<file path="src/rtl/seven_seg_scan_ctrl.sv">
// Time-multiplexed scan controller for an 8-digit common-anode seven-segment display.
// Double-buffered digit data swaps in only at frame boundaries; all pins are registered.
module seven_seg_scan_ctrl #(
  parameter int DIV  = 100000,
  parameter int DEAD = 16
) (
  input  logic        clk,
  input  logic        rst_n,
  input  logic        en,
  input  logic        ld,
  input  logic [31:0] ld_data,
  input  logic [7:0]  ld_den,
  input  logic [7:0]  ld_dp,
  output logic        pending,
  output logic        frame_start,
  output logic [7:0]  ss_sel,
  output logic [6:0]  ss_seg,
  output logic        ss_dp
);

  localparam int CNT_MAX = (DIV > DEAD) ? DIV : DEAD;
  localparam int CW      = (CNT_MAX > 2) ? $clog2(CNT_MAX) : 1;

  typedef enum logic [1:0] {
    ST_OFF   = 2'd0,
    ST_DEAD  = 2'd1,
    ST_DRIVE = 2'd2
  } state_t;

  state_t      r_state;
  logic [2:0]  r_digit;
  logic [CW-1:0] r_cnt;

  logic [31:0] r_sh_data;
  logic [7:0]  r_sh_den;
  logic [7:0]  r_sh_dp;
  logic [31:0] r_ac_data;
  logic [7:0]  r_ac_den;
  logic [7:0]  r_ac_dp;
  logic        r_pending;

  logic        r_frame_start;
  logic [7:0]  r_ss_sel;
  logic [6:0]  r_ss_seg;
  logic        r_ss_dp;

  state_t      w_state_next;
  logic [2:0]  w_digit_next;
  logic [CW-1:0] w_cnt_next;
  logic        w_boundary;
  logic        w_xfer;
  logic        w_pending_next;

  logic [31:0] w_ac_data_next;
  logic [7:0]  w_ac_den_next;
  logic [7:0]  w_ac_dp_next;

  logic [3:0]  w_nib [8];
  logic [7:0]  w_sel_next;
  logic [6:0]  w_seg_next;
  logic        w_dp_next;

  function automatic logic [6:0] hex_decode(input logic [3:0] val);
    logic [6:0] seg;
    case (val)
      4'h0: seg = 7'h40;
      4'h1: seg = 7'h79;
      4'h2: seg = 7'h24;
      4'h3: seg = 7'h30;
      4'h4: seg = 7'h19;
      4'h5: seg = 7'h12;
      4'h6: seg = 7'h02;
      4'h7: seg = 7'h78;
      4'h8: seg = 7'h00;
      4'h9: seg = 7'h10;
      4'hA: seg = 7'h08;
      4'hB: seg = 7'h03;
      4'hC: seg = 7'h46;
      4'hD: seg = 7'h21;
      4'hE: seg = 7'h06;
      default: seg = 7'h0E;
    endcase
    return seg;
  endfunction

  // Scan sequencer; a boundary is any entry into DEAD for digit 0.
  always_comb begin
    w_state_next = r_state;
    w_digit_next = r_digit;
    w_cnt_next   = r_cnt;
    w_boundary   = 1'b0;
    if (!en) begin
      w_state_next = ST_OFF;
      w_digit_next = 3'd0;
      w_cnt_next   = '0;
    end else begin
      case (r_state)
        ST_OFF: begin
          w_state_next = ST_DEAD;
          w_digit_next = 3'd0;
          w_cnt_next   = '0;
          w_boundary   = 1'b1;
        end
        ST_DEAD: begin
          if (r_cnt == CW'(DEAD - 1)) begin
            w_state_next = ST_DRIVE;
            w_cnt_next   = '0;
          end else begin
            w_cnt_next = r_cnt + CW'(1);
          end
        end
        ST_DRIVE: begin
          if (r_cnt == CW'(DIV - 1)) begin
            w_state_next = ST_DEAD;
            w_digit_next = r_digit + 3'd1;
            w_cnt_next   = '0;
            w_boundary   = (r_digit == 3'd7);
          end else begin
            w_cnt_next = r_cnt + CW'(1);
          end
        end
        default: begin
          w_state_next = ST_OFF;
          w_digit_next = 3'd0;
          w_cnt_next   = '0;
        end
      endcase
    end
  end

  // A load on the boundary edge lands in the shadow set after the old shadow moves to active.
  assign w_xfer         = w_boundary & r_pending;
  assign w_pending_next = ld | (r_pending & ~w_xfer);
  assign w_ac_data_next = w_xfer ? r_sh_data : r_ac_data;
  assign w_ac_den_next  = w_xfer ? r_sh_den  : r_ac_den;
  assign w_ac_dp_next   = w_xfer ? r_sh_dp   : r_ac_dp;

  genvar gi;
  generate
    for (gi = 0; gi < 8; gi++) begin : g_nib
      assign w_nib[gi] = w_ac_data_next[4*gi +: 4];
    end
  endgenerate

  // Pins are decoded from next-state so they change together with the state register.
  always_comb begin
    w_sel_next = 8'hFF;
    w_seg_next = 7'h7F;
    w_dp_next  = 1'b1;
    if (w_state_next == ST_DRIVE) begin
      w_sel_next = w_ac_den_next[w_digit_next] ? ~(8'b1 << w_digit_next) : 8'hFF;
      w_seg_next = hex_decode(w_nib[w_digit_next]);
      w_dp_next  = ~w_ac_dp_next[w_digit_next];
    end
  end

  always_ff @(posedge clk or negedge rst_n) begin
    if (!rst_n) begin
      r_state <= ST_OFF;
      r_digit <= 3'd0;
      r_cnt   <= '0;
    end else begin
      r_state <= w_state_next;
      r_digit <= w_digit_next;
      r_cnt   <= w_cnt_next;
    end
  end

  always_ff @(posedge clk or negedge rst_n) begin
    if (!rst_n) begin
      r_sh_data <= 32'h0;
      r_sh_den  <= 8'h0;
      r_sh_dp   <= 8'h0;
      r_ac_data <= 32'h0;
      r_ac_den  <= 8'h0;
      r_ac_dp   <= 8'h0;
      r_pending <= 1'b0;
    end else begin
      if (ld) begin
        r_sh_data <= ld_data;
        r_sh_den  <= ld_den;
        r_sh_dp   <= ld_dp;
      end
      r_ac_data <= w_ac_data_next;
      r_ac_den  <= w_ac_den_next;
      r_ac_dp   <= w_ac_dp_next;
      r_pending <= w_pending_next;
    end
  end

  always_ff @(posedge clk or negedge rst_n) begin
    if (!rst_n) begin
      r_frame_start <= 1'b0;
      r_ss_sel      <= 8'hFF;
      r_ss_seg      <= 7'h7F;
      r_ss_dp       <= 1'b1;
    end else begin
      r_frame_start <= w_boundary;
      r_ss_sel      <= w_sel_next;
      r_ss_seg      <= w_seg_next;
      r_ss_dp       <= w_dp_next;
    end
  end

  assign pending     = r_pending;
  assign frame_start = r_frame_start;
  assign ss_sel      = r_ss_sel;
  assign ss_seg      = r_ss_seg;
  assign ss_dp       = r_ss_dp;

endmodule

</file>
<file path="config.mk">
export PLATFORM = sky130hd
export DESIGN_NAME = seven_seg_scan_ctrl
export DESIGN_NICKNAME = d
export VERILOG_FILES = /design/src/rtl/seven_seg_scan_ctrl.sv
export SDC_FILE = /design/constraint.sdc
export NUM_CORES = 1
export LEC_CHECK = 0
export ABC_AREA = 1
export ABC_CLOCK_PERIOD_IN_PS = 4510
export CORE_MARGIN = 1.5
export CORE_UTILIZATION = 55
export CTS_CLUSTER_DIAMETER = 200
export DETAILED_ROUTE_END_ITERATION = 7
export GPL_TIMING_DRIVEN = 0
export PLACE_DENSITY = 0.88
export SYNTH_ARGS = -nofsm -noshare
export SYNTH_HDL_FRONTEND = slang
export SYNTH_SLANG_ARGS = --single-unit
export TNS_END_PERCENT = 1
</file>
<file path="constraint.sdc">
create_clock -name clk -period 4.51 [get_ports clk]
set_input_delay 0.451 -clock clk [delete_from_list [all_inputs] [get_ports clk]]
set_output_delay 0.451 -clock clk [all_outputs]
set_load 0.03 [all_outputs]
</file>
* Word-level counts from Yosys, hierarchy flattened
Memory sizes are Yosys's and may differ from the RTL's.
Cells that the tools add are included.
** Word-level totals
- Memory bits (read-only) :: 112
- Register bits :: 136
- Output and inout port bits :: 18
- Memories :: 1
- Input bits :: 52
- Logic and storage cells :: 62
** Operators by class
- Reduce and logical (&&, ||, !) cells :: 1
- Shift operators :: 1
- Equality and inequality tests :: 6
- Multiplexer cells :: 28
- Order comparisons :: 2
- Add/subtract/negate cells :: 2
- Bitwise operators :: 7
** Memory list
- (no name shown) :: depth 16, bits a word 7, read ports 1, clocked after Yosys merged registers in 0, write ports 0, RTL line 65 : case (val)
** Operators with widths (count)
- 17-bit two-way mux :: 3
- 17-bit case mux with 2 select lines :: 1
- 32-bit two-way mux :: 1
- 8-bit two-way mux :: 4
- 17-bit by 1-bit adder with 17-bit output (second input constant) :: 1
- 17-bit == test (second input constant) :: 1
- 17-bit by 4-bit == test with 1-bit output (second input constant) :: 1
- 4-bit binary-select mux with 3-bit select :: 1
- 4-bit two-way mux :: 2
- 8-bit inverter :: 1
- 1-bit by 3-bit left shift with 8-bit output (first input constant) :: 1
- 7-bit two-way mux :: 1
- 1-bit binary-select mux with 3-bit select :: 2
- 2-bit two-way mux :: 3
- 3-bit two-way mux :: 2
- 2-bit case mux with 3 select lines :: 1
- 3-bit case mux with 2 select lines :: 1
- 1-bit two-way mux :: 5
- 2-bit == test (second input constant) :: 2
- 4-bit >= comparator (second input constant) :: 1
- 3-bit by 4-bit less-than comparator with 1-bit output (second input constant) :: 1
- 3-bit inverter with 4-bit output :: 1
- 3-bit by 1-bit adder with 3-bit output (second input constant) :: 1
- 3-bit == test (second input constant) :: 1
- other kinds (6) :: 8

* Logic depth before layout (Yosys ltp)
An unclocked memory read counts as a cell.
- Depth in word-level cells :: 11
- Depth in mapped cells :: 21
- Gate-level depth less buffers :: 21

* Worst setup path before layout
No wires, ideal clock.
- Path type :: register to register
- Start point :: register r_cnt[0]
- End point :: register r_ss_seg[5], in the netlist ss_seg[5]
- Stages on the path, launching flop included :: 21
- Buffers on the path :: 1
- Required time :: 4.415 ns
- Path slack :: 1.954 ns
- Clock period less this slack :: 2.556 ns
- Arrival :: 2.460 ns
- Cell sequence :: dfrtp_1 > ha_1 > nand2_1 > inv_2 > nand2_2 > nor2_2 > nand4_2 > nand2_4 > nand3_4 > buf_2 > o21ai_1 > nor2_1 > nor2_1 > nand3_1 > nand2_1 > inv_1 > ha_1 > nand3_1 > nand2_1 > nand2_1 > nand3_1
** On the way
- Cells in the longest elaborated chain, start to end :: 11
- Elaborated cells between the ends (all ways) :: 21
- Those cells by class :: 3 x eq/ne; 15 x mux; 2 x bitwise; 1 x memory
** RTL lines
- start, declared :: RTL line 32 : logic [CW-1:0] r_cnt;
- start signal, assigned :: RTL line 165 : r_cnt <= w_cnt_next;
- 17-bit == test :: RTL line 113 : if (r_cnt == CW'(DIV - 1)) begin
- 1-bit two-way mux :: RTL line 113
- 1-bit case mux with 2 select lines :: RTL line 97 : case (r_state)
- 1-bit two-way mux :: RTL line 92 : if (!en) begin
- 1-bit bitwise AND :: RTL line 132 : assign w_xfer = w_boundary & r_pending;
- 32-bit two-way mux :: RTL line 134 : assign w_ac_data_next = w_xfer ? r_sh_data : r_ac_data;
- 4-bit binary-select mux with 3-bit select :: RTL line 152 : w_seg_next = hex_decode(w_nib[w_digit_next]);
- 4-bit two-way mux (not written as such) (2 in a row) :: RTL line 152
- memory read 16 x 7 bit
- 7-bit two-way mux (*) :: RTL line 150 : if (w_state_next == ST_DRIVE) begin
- net w_seg_next[5] :: RTL line 60 : logic [6:0] w_seg_next;
- end signal, assigned :: RTL line 200 : r_ss_seg <= w_seg_next;
- end, declared :: RTL line 44 : logic [6:0] r_ss_seg;
Mark *: on every way through the listed nets, which the timed path passes. The rest lies on a longest branch. The select of a mux whose other input is x is not followed.
A chain may end at the register's enable or synchronous reset.

* Final worst setup path
- Start point :: register r_cnt[0]
- End point :: register r_ss_seg[0], in the netlist ss_seg[0]
The elaborated chain is that of the path after synthesis.

==> metrics.md <==
| Metric | Value |
|---|---|
| Min setup slack post-route | `about 1.3 ns` |
| Hold WC Path Type | `in -> async` |
| Antenna cells | `0` |
| Worst EP required | `between 4 and 5 ns` |
| Ys async rst share | `100%` |
| Routability cong. | `0.843` |
| Core box area | `around 11000 sq um` |
| Sequential-to-total area share from yosys stat | `between 50% and 60%` |
| DRC violations left | `0` |
| Main flop type after synthesis | `dfrtp_1` |
| Wirelength, routed | `roughly 15000 um` |
| Most frequent cell after synthesis | `nand2_1` |
| Syn Inst Count | `753` |
| Critical path data arrival time | `roughly 3.5 ns` |
| Kind of critical path | `reg -> reg` |
| Worst slack at placement | `around 1.5 ns` |
| Synthesized area | `between 6000 and 7000 sq um` |
| Failing checks | `hold timing` |
| Fillers | `872` |
| ANT nets after route | `0` |
| CP bufs+invs | `3` |
| Rows | `39` |
| Max stage delay on crit path | `~0.4 ns` |
| Layout net count | `905` |
| Top cells by area, synth | `dfrtp_1, nand2_1, inv_1` |
| Max Clock Skew | `around 0.0088 ns` |
| Synth cell count leaders | `nand2_1, inv_1, dfrtp_1` |
| CTS tree | `built` |
| Post-CTS Setup Inserts | `0` |
| Die Wd | `111 um` |
| Register area | `between 3000 and 4000 sq um` |
| First-pass GRT wire length | `between 20000 and 30000 um` |
| Fin. Hold Viols | `1` |
| Slew headroom | `between 50% and 60%` |
| DRT iter0 DRCs | `roughly 380` |
| Clock Tree Buf Depth | `2` |
| Multi-input gate area in the final layout | `roughly 2400 sq um` |
| DP Wirelength | `just over 10000 um` |
| #FFs+latches synth | `136` |
| I/O Buffers | `67` |
| Fmax | `0.316 GHz` |
| Setup Viol. Count Final | `0` |
| Synth cell types | `43` |
| Routed len/inst | `15.2 um` |
| GR Util All Layers | `between 20% and 30%` |
| Area share of the largest cell type after synthesis | `between 40% and 50%` |
| Synth Warn # | `0` |
| Pwr dens | `approximately 420 nW/um^2` |
| Gr ovfl total | `0` |
| Area grow syn2layout | `23.0%` |
| Layout cells sized above 1 | `~12%` |
| Root buf cell | `clkbuf_16` |
| Post-synth EDFFs | `0` |
| Number of gates resized after cts | `0` |
| Period utilization | `70.1%` |
| Clock latency on the worst-skew pair | `around 0.42 ns` |
| Vias in the first global route | `roughly 5.4k` |
| Max cap viols | `0` |
| Syn Area/Cell | `around 8.5 sq um` |
| Via Count | `5283` |
| H-tree Lvls | `4` |
| Leak | `about 3.8 nW` |
| Drt first pass iters | `5` |
| Fin. max-slew vios | `0` |
| Hold Buf Count CTS | `0` |
| Slowest CP cell | `dfrtp_1` |
| Tmin final | `approximately 3.2 ns` |
| Crit path top cell by count | `nand3_1` |
| Num CTS Buffers | `17` |
| Drt via density | `approximately 5.3` |
| Largest net degree at the start of global routing | `a little under 80` |
| Initial Utilization | `around 56%` |
| Antenna violations before repair | `0` |
| Die span in y | `between 100 and 150 um` |
| Unrepaired setup endpoints after global routing | `no` |
| DIE AREA | `between 10000 and 15000 sq um` |
| Family with the most delay on the worst path | `simple AND/OR/NAND/NOR gates` |
| Clk sinks | `about 140` |
| Status | `finished with violations` |
| Ports | `70` |
| CP Launch Type | `register` |
| Worst vdd ir | `roughly 0.24 mV` |
| Worst Setup End Kind | `register` |
| Worst Hold Slack | `-0.00281 ns` |
| Synth area leader | `dfrtp_1` |
| Slew @ Worst Pin | `between 0.6 and 0.7 ns` |
| Post-synth net total | `slightly above 800` |
| CP max FO | `10` |
| Worst-path cell chain | `ha_1 -> nand2_1 -> inv_2 -> nand2_2 -> nor2_2 -> nand3_2 -> nand2_1 -> nand3_1 -> nand3_2 -> nor2_1 -> buf_2 -> a21oi_1 -> nand3_1 -> nand2_1 -> ha_1 -> inv_1 -> nand3_1 -> nand3_1 -> nand3_1` |
| Clk slew on worst S/H paths | `0.06 ns` |
==> through the flow <==
| step | setup TNS (ns) | area (sq um) | cells | total power [W] | util [%] |
|---|---|---|---|---|---|
| 2_1_floorplan | 0 | 6420 | 753 | 0.00170 | - |
| 3_3_place_gp | -266.09 | 7270 | 963 | 0.00184 | 63.7 |
| 3_5_place_dp | 0 | 7300 | 964 | 0.00186 | 64.0 |
| 4_1_cts | 0 | 7900 | 996 | 0.00329 | 69.2 |
| 5_1_grt | 0 | 7900 | 996 | 0.00343 | 69.2 |
| 6_report | 0 | 7900 | 996 | 0.00328 | 69.2 |
==> path summary, 6_finish.rpt <==
path                       cells past startpoint  slack, ns               start                       to
max                                           19       1.35  r_cnt[0]$_DFF_PN0_      ss_seg[0]$_DFF_PN1_
min                                            1     -0.003               rst_n       r_cnt[0]$_DFF_PN0_
max reg2reg                                   19       1.35  r_cnt[0]$_DFF_PN0_      ss_seg[0]$_DFF_PN1_
min reg2reg                                    1       0.47  r_cnt[0]$_DFF_PN0_       r_cnt[0]$_DFF_PN0_
max in group asynchronous                      2       3.73               rst_n  r_ac_data[11]$_DFF_PN0_
min in group clk                               1       0.47  r_cnt[0]$_DFF_PN0_       r_cnt[0]$_DFF_PN0_
==> layout make-up <==
| type | instances | share of cell area [%] |
|---|---|---|
| buffer | 25 | 1.79 |
| clock buffer | 19 | 5.48 |
| clock inverter | 13 | 2.12 |
| inverter | 130 | 6.17 |
| multi-input combinational | 462 | 30.0 |
| sequential | 136 | 43.3 |
| tap | 143 | 2.26 |
| timing repair buffer | 68 | 8.85 |
==> state kept, by name, summed over array words and instances, names as in the netlist, 2 cells and up <==
signal     count
r_ac_data     32
r_ac_den       8
r_ac_dp        8
r_cnt         17
r_digit        3
r_sh_data     32
r_sh_den       8
r_sh_dp        8
r_state        2
ss_seg         7
ss_sel         8
==> layout by cell type (no fill, tap or decap), types with 2 or more instances in the layout <==
cell type / n
nand2_1: 176
inv_1: 122
dfrtp_1: 120
clkdlybuf4s50_1: 66
nor2_1: 59
o21ai_0: 49
nand3_1: 40
o21ai_1: 21
nand4_1: 19
clkbuf_16: 17
dfstp_2: 16
clkbuf_1: 15
nor3_1: 13
ha_1: 13
nor2_2: 9
inv_2: 7
o21a_1: 7
a21oi_1: 7
nand3_2: 6
buf_6: 6
mux2_2: 6
nand2_2: 5
buf_2: 5
xor2_1: 4
inv_6: 4
nor4_1: 3
nand2_4: 3
o22ai_1: 3
bufinv_16: 3
nor3_2: 2
nand4_2: 2
nor2_4: 2
nor3b_1: 2
clkinvlp_4: 2
clkinv_4: 2
clkinv_2: 2
==> report_power, final <==
| part | leakage (nW) | internal (W) | total [W] | switching (W) |
|---|---|---|---|---|
| Combinational | 1.87 | 0.000177 | 0.000475 | 0.000298 |
| Sequential | 1.65 | 0.00135 | 0.00139 | 0.0000386 |
| Clock | 0.289 | 0.000876 | 0.00142 | 0.000547 |
==> routing by layer <==
layer	GRT usage [%]	wire [um]	share of wire (%)	up-vias
li1	-	-	-	2552
met1	33.9	6480	43	2517
met5	0	0	0	-
met4	8.69	236	1.6	0
met2	43.0	7500	50	193
met3	6.29	891	5.9	21
==> cell families (layout without fill, tap and decap cells) <==
| kind of cell | Yosys count | in the layout | synth area share, % |
|---|---|---|---|
| muxes | 6 | 6 | 1.05 |
| and+or+nand+nor | 345 | 345 | 24.7 |
| DFF | 136 | 136 | 53.3 |
| AOI/OAI and AO/OA | 93 | 93 | 7.97 |
| adders and majority gates | 13 | 13 | 2.53 |
| xor gates and xnor gates | 5 | 5 | 0.682 |
| buffers and inverters | 155 | 255 | 9.80 |
No activity file was read; power rests on OpenSTA's default activity.
